### config.mk
export PLATFORM = sky130hd
export DESIGN_NAME = ram_bist_ctrl_flat
export DESIGN_NICKNAME = d
export VERILOG_FILES = /design/src/rtl/ram_bist_if.sv /design/src/rtl/ram_bist_ctrl.sv /design/src/flat_wrapper.sv
export SDC_FILE = /design/constraint.sdc
export NUM_CORES = 1
export LEC_CHECK = 0
export ABC_AREA = 1
export CAP_MARGIN = 20
export CORE_UTILIZATION = 25
export CTS_CLUSTER_DIAMETER = 30
export DETAILED_ROUTE_END_ITERATION = 10
export PLACE_DENSITY = 0.41
export SKIP_LAST_GASP = 1
export SYNTH_ARGS = -nofsm -noshare
export SYNTH_HDL_FRONTEND = slang
export SYNTH_SLANG_ARGS = --single-unit
### constraint.sdc
create_clock -name clk -period 2.1 [get_ports clk]
set_input_delay 0.42 -clock clk [delete_from_list [all_inputs] [get_ports clk]]
set_output_delay 0.42 -clock clk [all_outputs]
set_load 0.05 [all_outputs]
### src/rtl/ram_bist_if.sv
// RAM port bundle between the BIST controller (master) and the memory under test (slave).
interface ram_bist_if #(
    parameter int unsigned ADDR_W = 4,
    parameter int unsigned DATA_W = 8
);
    logic              ram_we;
    logic [ADDR_W-1:0] ram_addr;
    logic [DATA_W-1:0] ram_din;
    logic [DATA_W-1:0] ram_dout;

    modport master (
        output ram_we,
        output ram_addr,
        output ram_din,
        input  ram_dout
    );

    modport slave (
        input  ram_we,
        input  ram_addr,
        input  ram_din,
        output ram_dout
    );
endinterface

### src/rtl/ram_bist_ctrl.sv
// March-style RAM self test: write pat0 ascending, read ascending, write pat1 descending,
// read descending. Reads are checked through a one-cycle compare pipeline.
module ram_bist_ctrl #(
    parameter int unsigned          ADDR_W = 4,
    parameter int unsigned          DATA_W = 8,
    parameter logic [DATA_W-1:0]    SEED   = 8'hA5
) (
    input  logic              clk,
    input  logic              rst,
    input  logic              start,
    ram_bist_if.master        ram,
    output logic              busy,
    output logic              done,
    output logic              pass,
    output logic [7:0]        err_count,
    output logic [ADDR_W-1:0] fail_addr
);

    typedef enum logic [2:0] {
        StIdle, StWrUp, StRdUp, StWrDn, StRdDn, StFin, StDone
    } state_e;

    localparam logic [ADDR_W-1:0] AddrMax = '1;

    function automatic logic [DATA_W-1:0] pat0(input logic [ADDR_W-1:0] a);
        return SEED ^ DATA_W'(a);
    endfunction

    function automatic logic [DATA_W-1:0] pat1(input logic [ADDR_W-1:0] a);
        return ~pat0(a);
    endfunction

    state_e            state_q, state_d;
    logic [ADDR_W-1:0] addr_q, addr_d;
    logic              we_q, we_d;
    logic [DATA_W-1:0] din_q, din_d;
    logic              busy_q, busy_d;
    logic              done_q, done_d;

    logic              cmp_valid_q, cmp_valid_d;
    logic [ADDR_W-1:0] cmp_addr_q, cmp_addr_d;
    logic [DATA_W-1:0] cmp_exp_q, cmp_exp_d;
    logic [7:0]        err_q, err_d;
    logic              pass_q, pass_d;
    logic [ADDR_W-1:0] fail_q, fail_d;

    logic launch;
    assign launch = start && (state_q == StIdle || state_q == StDone);

    // Sequencer: walks the address through the four march phases.
    always_comb begin
        state_d = state_q;
        addr_d  = addr_q;
        we_d    = we_q;
        din_d   = din_q;
        busy_d  = busy_q;
        done_d  = done_q;
        unique case (state_q)
            StIdle, StDone: begin
                if (start) begin
                    state_d = StWrUp;
                    addr_d  = '0;
                    we_d    = 1'b1;
                    din_d   = pat0('0);
                    busy_d  = 1'b1;
                    done_d  = 1'b0;
                end
            end
            StWrUp: begin
                if (addr_q == AddrMax) begin
                    state_d = StRdUp;
                    addr_d  = '0;
                    we_d    = 1'b0;
                end else begin
                    addr_d = addr_q + 1'b1;
                    din_d  = pat0(addr_q + 1'b1);
                end
            end
            StRdUp: begin
                if (addr_q == AddrMax) begin
                    state_d = StWrDn;
                    addr_d  = AddrMax;
                    we_d    = 1'b1;
                    din_d   = pat1(AddrMax);
                end else begin
                    addr_d = addr_q + 1'b1;
                end
            end
            StWrDn: begin
                if (addr_q == '0) begin
                    state_d = StRdDn;
                    addr_d  = AddrMax;
                    we_d    = 1'b0;
                end else begin
                    addr_d = addr_q - 1'b1;
                    din_d  = pat1(addr_q - 1'b1);
                end
            end
            StRdDn: begin
                if (addr_q == '0) begin
                    state_d = StFin;
                end else begin
                    addr_d = addr_q - 1'b1;
                end
            end
            StFin: begin
                // One spare cycle lets the final read's compare land before DONE.
                state_d = StDone;
                busy_d  = 1'b0;
                done_d  = 1'b1;
            end
            default: state_d = StIdle;
        endcase
    end

    // Checker: register each issued read, compare ram_dout on the following edge.
    always_comb begin
        cmp_valid_d = (state_q == StRdUp) || (state_q == StRdDn);
        cmp_addr_d  = addr_q;
        cmp_exp_d   = (state_q == StRdUp) ? pat0(addr_q) : pat1(addr_q);
        err_d       = err_q;
        pass_d      = pass_q;
        fail_d      = fail_q;
        if (launch) begin
            cmp_valid_d = 1'b0;
            err_d       = '0;
            pass_d      = 1'b1;
            fail_d      = '0;
        end else if (cmp_valid_q && (ram.ram_dout != cmp_exp_q)) begin
            if (err_q != 8'hFF) begin
                err_d = err_q + 8'd1;
            end
            pass_d = 1'b0;
            // pass_q still high means this is the first mismatch of the run.
            if (pass_q) begin
                fail_d = cmp_addr_q;
            end
        end
    end

    // State and output registers.
    always_ff @(posedge clk or posedge rst) begin
        if (rst) begin
            state_q     <= StIdle;
            addr_q      <= '0;
            we_q        <= 1'b0;
            din_q       <= '0;
            busy_q      <= 1'b0;
            done_q      <= 1'b0;
            cmp_valid_q <= 1'b0;
            cmp_addr_q  <= '0;
            cmp_exp_q   <= '0;
            err_q       <= '0;
            pass_q      <= 1'b0;
            fail_q      <= '0;
        end else begin
            state_q     <= state_d;
            addr_q      <= addr_d;
            we_q        <= we_d;
            din_q       <= din_d;
            busy_q      <= busy_d;
            done_q      <= done_d;
            cmp_valid_q <= cmp_valid_d;
            cmp_addr_q  <= cmp_addr_d;
            cmp_exp_q   <= cmp_exp_d;
            err_q       <= err_d;
            pass_q      <= pass_d;
            fail_q      <= fail_d;
        end
    end

    assign ram.ram_we   = we_q;
    assign ram.ram_addr = addr_q;
    assign ram.ram_din  = din_q;
    assign busy         = busy_q;
    assign done         = done_q;
    assign pass         = pass_q;
    assign err_count    = err_q;
    assign fail_addr    = fail_q;

endmodule

### src/flat_wrapper.sv
// flat-port wrapper written by rule: the top's interface ports become plain ports
module ram_bist_ctrl_flat 
#(
    parameter int unsigned          ADDR_W = 4,
    parameter int unsigned          DATA_W = 8,
    parameter logic [DATA_W-1:0]    SEED   = 8'hA5
)
  (clk, rst, start, busy, done, pass, err_count, fail_addr, ram_ram_we, ram_ram_addr, ram_ram_din, ram_ram_dout);
  ram_bist_if #(.ADDR_W(ADDR_W), .DATA_W(DATA_W)) ram_i ();
  input  logic clk;
  input  logic rst;
  input  logic start;
  output logic busy;
  output logic done;
  output logic pass;
  output logic [7:0] err_count;
  output logic [ADDR_W-1:0] fail_addr;
  output wire logic [$bits(ram_i.ram_we)-1:0] ram_ram_we;
  output wire logic [$bits(ram_i.ram_addr)-1:0] ram_ram_addr;
  output wire logic [$bits(ram_i.ram_din)-1:0] ram_ram_din;
  input wire logic [$bits(ram_i.ram_dout)-1:0] ram_ram_dout;
  assign ram_ram_we = ram_i.ram_we;
  assign ram_ram_addr = ram_i.ram_addr;
  assign ram_ram_din = ram_i.ram_din;
  assign ram_i.ram_dout = ram_ram_dout;
  ram_bist_ctrl #(.ADDR_W(ADDR_W), .DATA_W(DATA_W), .SEED(SEED)) u_core (.clk(clk), .rst(rst), .start(start), .ram(ram_i), .busy(busy), .done(done), .pass(pass), .err_count(err_count), .fail_addr(fail_addr));
endmodule
==> results of run 1 <==
[Yosys cell counts (4+ instances only)]
master,count
ha_1,7
inv_1,36
nor2_1,22
nand2_1,93
dfrtp_1,40
xor2_1,11
nand3_1,24
a21oi_1,4
o21ai_0,15
[where the power goes]
part           internal [mW]  total, mW  switching, mW
logic                  0.226      0.633          0.407
clock network          0.389      0.688          0.299
registers              0.835      0.913         0.0786
total                   1.45       2.23          0.784
[flip-flops by register name (all words and copies together) (netlist names), 3 cells and up]
register             flops
u_core.cmp_addr_q        4
u_core.ram.ram_din       6
u_core.cmp_exp_q         6
u_core.state_q           3
u_core.fail_addr         4
u_core.err_count         8
u_core.ram.ram_addr      4
[layer usage]
metal / global-route usage (%) / vias up
met5: 0 / -
met4: 3.73 / 0
met3: 2.69 / 8
met2: 20.3 / 28
met1: 17.7 / 828
li1: - / 979
[per-stage QoR]
step	util (%)	hold slack (ns)	worst slack [ns]	total power, mW
final	33.6	0.480	0.0933	2.23
after global routing	33.6	0.510	0.0132	2.38
after CTS	33.6	0.487	0.0724	2.28
after detailed placement	32.2	0.462	0.185	1.57
after global placement	32.2	0.469	0.184	1.57
after floorplan	-	0.456	0.0813	1.36
[kinds of logic (layout without fill, tap and decap cells)]
logic type	count (synthesis)	count (layout)	share of synthesized area (%)
buffers and inverters	45	89	8.69
AO/OA/AOI/OAI	29	29	7.51
flip-flops	40	40	45.1
adder cells (fa/ha/maj)	7	7	3.95
XOR/XNOR	14	14	5.53
AND/OR/NAND/NOR	152	152	29.2
[final timing paths]
check / start / endpoint / cells past startpoint
worst max-delay path: u_core.err_count[2] / err_count[2] / 1
worst min-delay path: u_core.ram.ram_din[2] / u_core.ram.ram_din[2] / 2
worst max register to register: u_core.ram.ram_addr[1] / u_core.ram.ram_din[5] / 9
worst min register to register: u_core.ram.ram_din[2] / u_core.ram.ram_din[2] / 2
max in group asynchronous: rst / u_core.ram.ram_addr[0] / 3
min in group asynchronous: rst / u_core.err_count[6] / 3
[final cells by class]
class	count	area, um^2
clock buffers	6	82.6
fillers	893	5560
multi-input cells	202	1020
repair buffers	41	393
inverters	40	150
clock inverters	2	38.8
well taps	105	131
flip-flops and latches	40	1000
==> summary.md, run 1 <==
| Metric | Value |
|---|---|
| Outcome | finished clean |
| CP delay by family, top | buffers and inverters |
| DRT iter0 DRCs | 78 |
| Maximum number of pins on one net before global-route repair | 41 |
| Final Hold Fails | 0 |
| Syn-to-layout area delta | 27.2% |
| Cts repair resizes | 0 |
| Syn_area_per_cell | 7.73 um^2 |
| VDD IR max | 0.289 mV |
| DRC errors left | 0 |
| Post-Synthesis Cells | 287 |
| Period utilisation layout | 95.6% |
| Clock latency on the worst-skew pair | 0.30 ns |
| Antenna violations before repair | 0 |
| Synthesized Nets | 305 |
| Row Count | 33 |
| CTS tree | yes |
| Crit-path max cell delay | 0.84 ns |
| Vias in the first global route | 1831 |
| Post-synth EDFFs | 0 |
| Initial core utilization | 26.5% |
| Most common library cell in the layout ignoring fill and taps | nand2_1 |
| Fraction of layout instances using a drive strength above 1 | 8.46% |
| Post-Place Cells | 428 |
| Max cap viols | 0 |
| Worst-Margin Slew | 0.523 ns |
| Total negative slack | 0 ns |
| Avg WL per Cell | 11.9 um |
| IO buf count | 38 |
| Worst-path cell chain | clkdlybuf4s50_1 |
| Antenna-violating nets left | 0 |
| Synth area leader | dfrtp_1 |
| RSZ-0062 raised after global routing | false |
| GP Congestion | 0.764 |
| Final Skew | 0.00804 ns |
| Max-slew violation count | 0 |
| First drt pass iteration count | 4 |
| Ant. Diodes | 0 |
| CTS root buf | clkbuf_8 |
| Synth Register Bits | 40 |
| Worst Setup Start Kind | flop |
| Via count | 1843 |
| Path type of the worst setup path | reg2out |
| Leak | 1.42 nW |
| Synth top area share | 45.1% |
| Post-DP HPWL | 3820 um |
| # IOs | 39 |
| Sink Count | 40 |
| Critical Path Slowest Stage Cell | clkdlybuf4s50_1 |
| Global Route Usage Sum | 12.9% |
| Total gr overflow | 0 |
| R2R Setup Slk | 0.34 ns |
| Cell Area, Placed | 2700 um^2 |
| Non-Filler Instances | 436 |
| Finish-stage setup viols | 0 |
| Data arrival, critical path | 1.59 ns |
| H-tree depth | 2 |
| TritonCTS Buffers | 5 |
| Wire length of the first global-routing pass | 9090 um |
| Placeable Area | 8380 um^2 |
| Relative slew slack | 65.1% |
| Post-synth cell types | 28 |
| Fmax | 498 MHz |
| Post-synthesis sequential area ratio | 45.1% |
| Synthesized cell area | 2220 um^2 |
| Vias per cell | 4.23 |
| Die Wd | 96.2 um |
| CP max FO | 6 |
| Final Instance Area | 2820 um^2 |
| Worst-path clk slew | 0.09 ns |
| Asr flop ratio synth | 100% |
| CP endpoint kind | output pin |
| Top FF cell, synth | dfrtp_1 |
| Most frequent cells in the layout | 93 x nand2_1, 40 x dfrtp_1, 36 x inv_1 |
| Worst Path Required | 1.68 ns |
| Layout Nets | 348 |
| Total Wirelength | 5190 um |
| Power Dens Cells | 792 nW/um^2 |
| Post-layout min period | 2.01 ns |
| Metal1 wirelength | 2580 um |
| Buf/Inv on CP | 1 |
| Die H | 96.2 um |
| Metal2 WL | 2370 um |
| Min-Delay Path Class | reg2reg |
| Hold buffer count at cts | 0 |
| Warnings from Yosys | 0 |
| DR top layer | met4 |
| Setup bufs post-CTS | 0 |
| DIE AREA | 9250 um^2 |
| Buffer levels on the longest clock path | 2 |
| Top post-synthesis cells by area | dfrtp_1 45%, nand2_1 16%, inv_1 6.1%, nand3_1 5.4%, xor2_1 4.3% |
| Metal3 WL | 171 um |
No activity file was read; power rests on OpenSTA's default activity.
==> run 2, diff against run 1 <==
--- a/config.mk
+++ b/config.mk
@@ -12,6 +12,7 @@
 export DETAILED_ROUTE_END_ITERATION = 10
 export PLACE_DENSITY = 0.41
 export SKIP_LAST_GASP = 1
+export SLEW_MARGIN = 20
 export SYNTH_ARGS = -nofsm -noshare
 export SYNTH_HDL_FRONTEND = slang
 export SYNTH_SLANG_ARGS = --single-unit
==> results of run 2 <==
Same layout as run 1: the final DEF is identical, and so are final timing and power.
==> run 3, diff against run 2 <==
==> constraint.sdc (replaced) <==
create_clock -name clk -period 2.1 [get_ports clk]
set_input_delay 0.42 -clock clk [delete_from_list [all_inputs] [get_ports clk]]
set_output_delay 0.42 -clock clk [all_outputs]
set_load 0.1 [all_outputs]
==> summary.md, run 3 (synthesized netlist as in run 1, its figures left out) <==
| Metric | Value |
|---|---|
| Outcome | finished clean |
| CP max FO | 8 (+2) |
| Fraction of layout instances using a drive strength above 1 | 16.9% (+8.5 points) |
| TritonCTS Buffers | 5 (unchanged) |
| Die Wd | 96.2 um (unchanged) |
| Met2 Usage GRT | 20.6% (+0.35 points) |
| Vias in the first global route | 1857 (+1.4%) |
| Crit-path max cell delay | 0.44 ns (-0.40 ns) |
| Max cap viols | 0 (unchanged) |
| Finish-stage setup viols | 0 (unchanged) |
| CP dominant cell by count | nand2_1 |
| Worst-Margin Slew | 0.531 ns (+0.00832 ns) |
| DRC errors left | 0 (unchanged) |
| DIE AREA | 9250 um^2 (unchanged) |
| Path type of the worst setup path | reg2reg |
| Syn-to-layout area delta | 25.8% |
| Leak | 1.45 nW (+2.3%) |
| Most common library cell in the layout ignoring fill and taps | nand2_1 |
| Data arrival, critical path | 1.89 ns (+0.30 ns) |
| Global Route Usage Sum | 12.6% (-0.29 points) |
| Cts repair resizes | 0 (unchanged) |
| Grt peak-use layer | met2 |
| Row Count | 33 (unchanged) |
| Post-layout min period | 1.71 ns (-0.297 ns) |
| Total power | 2.53 mW (+13%) |
| Max reg flops | 8 (unchanged) |
| Maximum number of pins on one net before global-route repair | 41 (unchanged) |
| Power Dens Cells | 906 nW/um^2 (+14%) |
| Grt met1 use | 16.9% (-0.79 points) |
| Most frequent cells in the layout | 93 x nand2_1, 36 x inv_1, 35 x dfrtp_1 |
| CTS tree | yes |
| Worst-path cell chain | ha_1, nand3_1, inv_1, o21a_1, nand2_1, nor2_4, inv_2, nand2_1, o21ai_1 |
| Setup bufs post-CTS | 0 (unchanged) |
| Min-Delay Path Class | reg2reg |
| Register area | 1010 um^2 (+0.63%) |
| Vias per cell | 4.29 (+1.6%) |
| Pint | 1.52 mW (+4.5%) |
| # IOs | 39 (unchanged) |
| Hold buffer count at cts | 0 (unchanged) |
| Max-slew violation count | 0 (unchanged) |
| NetSw | 1.01 mW (+29%) |
| VDD IR max | 0.423 mV (+46%) |
| Combinational share of power | 33.6% (+5.3 points) |
| Wire length of the first global-routing pass | 8920 um (-1.8%) |
| Period utilisation layout | 81.4% (-14 points) |
| Fmax | 585 MHz (+17%) |
| Post-DP HPWL | 3850 um (+0.78%) |
| Antenna violations before repair | 0 (unchanged) |
| Clock latency on the worst-skew pair | 0.30 ns (about the same) |
| First drt pass iteration count | 3 (-1) |
| Layout Nets | 348 (unchanged) |
| Buffer levels on the longest clock path | 2 (unchanged) |
| Sink Count | 40 (unchanged) |
| Final Skew | 0.0131 ns (+0.00508 ns) |
| GP Congestion | 0.766 (+0.37%) |
| Total gr overflow | 0 (unchanged) |
| Multi-input gate area | 1020 um^2 (unchanged) |
| Total negative slack | 0 ns (unchanged) |
| Via count | 1872 (+1.6%) |
| Placeable Area | 8380 um^2 (unchanged) |
| Antenna-violating nets left | 0 (unchanged) |
| Die H | 96.2 um (unchanged) |
| Worst-path clk slew | 0.08 ns (about the same) |
| Routing usage on met3 | 2.61% (-0.079 points) |
| IO buf count | 38 (unchanged) |
| Initial core utilization | 26.5% (unchanged) |
| Worst Path Required | 2.28 ns (+0.60 ns) |
| Ant. Diodes | 0 (unchanged) |
| Relative slew slack | 64.6% (-0.55 points) |
| Fillcell total | 926 (+3.7%) |
| RSZ-0062 raised after global routing | false |
| Clk pwr share | 30.1% (-0.7 points) |
| Part of the power in registers | 36.3% (-4.6 points) |
| Sw Share | 40.1% (+5.0 points) |
| Critical Path Slowest Stage Cell | dfrtp_2 |
| Final Hold Fails | 0 (unchanged) |
| DRT iter0 DRCs | 63 (-19%) |
| Avg WL per Cell | 11.9 um (about the same) |
| Total Wirelength | 5180 um (about the same) |
| H-tree depth | 2 (unchanged) |
| CP endpoint kind | flop |
| CTS root buf | clkbuf_8 |
| Worst Setup Start Kind | flop |
[run 3: cell types whose count changed in the layout (fill, tap and decap cells not counted), moves of 5 or more]
cell,before,now
clkdlybuf4s50_1,34,10
buf_4,7,30
dfrtp_1,40,35
dfrtp_2,0,5
[run 3: per-layer routing]
metal,vias up,share of wire (%)
li1,979,-
met1,867,49
met2,22,47
met3,4,3.1
met4,0,0.75
met5,-,0
[run 3: area by class of cell]
cell class	count	share of cell area (%)
clock buffer	6	2.60
sequential	40	36.1
inverter	40	5.38
multi-input combinational	202	36.7
tap	105	4.71
clock inverter	2	2.15
timing repair buffer	41	12.4
[run 3: path summary, 6_finish.rpt]
kind | start | end | slack [ns] | cells past startpoint
worst max-delay path | u_core.ram.ram_addr[1] | u_core.ram.ram_din[1] | 0.39 | 9
worst min-delay path | u_core.ram.ram_addr[0] | u_core.cmp_addr_q[0] | 0.46 | 0
worst max register to register | u_core.ram.ram_addr[1] | u_core.ram.ram_din[1] | 0.39 | 9
worst min register to register | u_core.ram.ram_addr[0] | u_core.cmp_addr_q[0] | 0.46 | 0
max in group asynchronous | rst | u_core.ram.ram_addr[0] | 1.14 | 3
min in group asynchronous | rst | u_core.fail_addr[0] | 0.56 | 3
[run 3: power by group through the flow]
| stage | Sequential, mW | Clock [mW] | Combinational, mW |
|---|---|---|---|
| floorplan | 1.38 | 0 | 0.225 |
| global route | 0.934 | 0.820 | 0.915 |
| CTS | 0.920 | 0.793 | 0.857 |
| global placement | 0.936 | 0 | 0.865 |
| finish | 0.917 | 0.762 | 0.850 |
| detailed placement | 0.935 | 0 | 0.855 |
[run 3: worst max-delay path: cells and delay by family (launching register included)]
| kind | cells | cell delay (ns) |
|---|---|---|
| compound gates | 2 | 0.20 |
| buf+inv | 2 | 0.29 |
| flops | 1 | 0.44 |
| fa+ha+maj | 1 | 0.20 |
| simple gates | 4 | 0.46 |
[run 3: metrics by stage]
step                util, %  hold slack [ns]  cell area [um^2]  instances  setup WS [ns]
floorplan                 -            0.456              2220        287        0.00727
global placement       31.7            0.466              2660        428          0.168
detailed placement     31.7            0.465              2660        428          0.157
CTS                    33.3            0.483              2790        436          0.372
global route           33.3            0.489              2790        436          0.194
finish                 33.3            0.464              2790        436          0.391
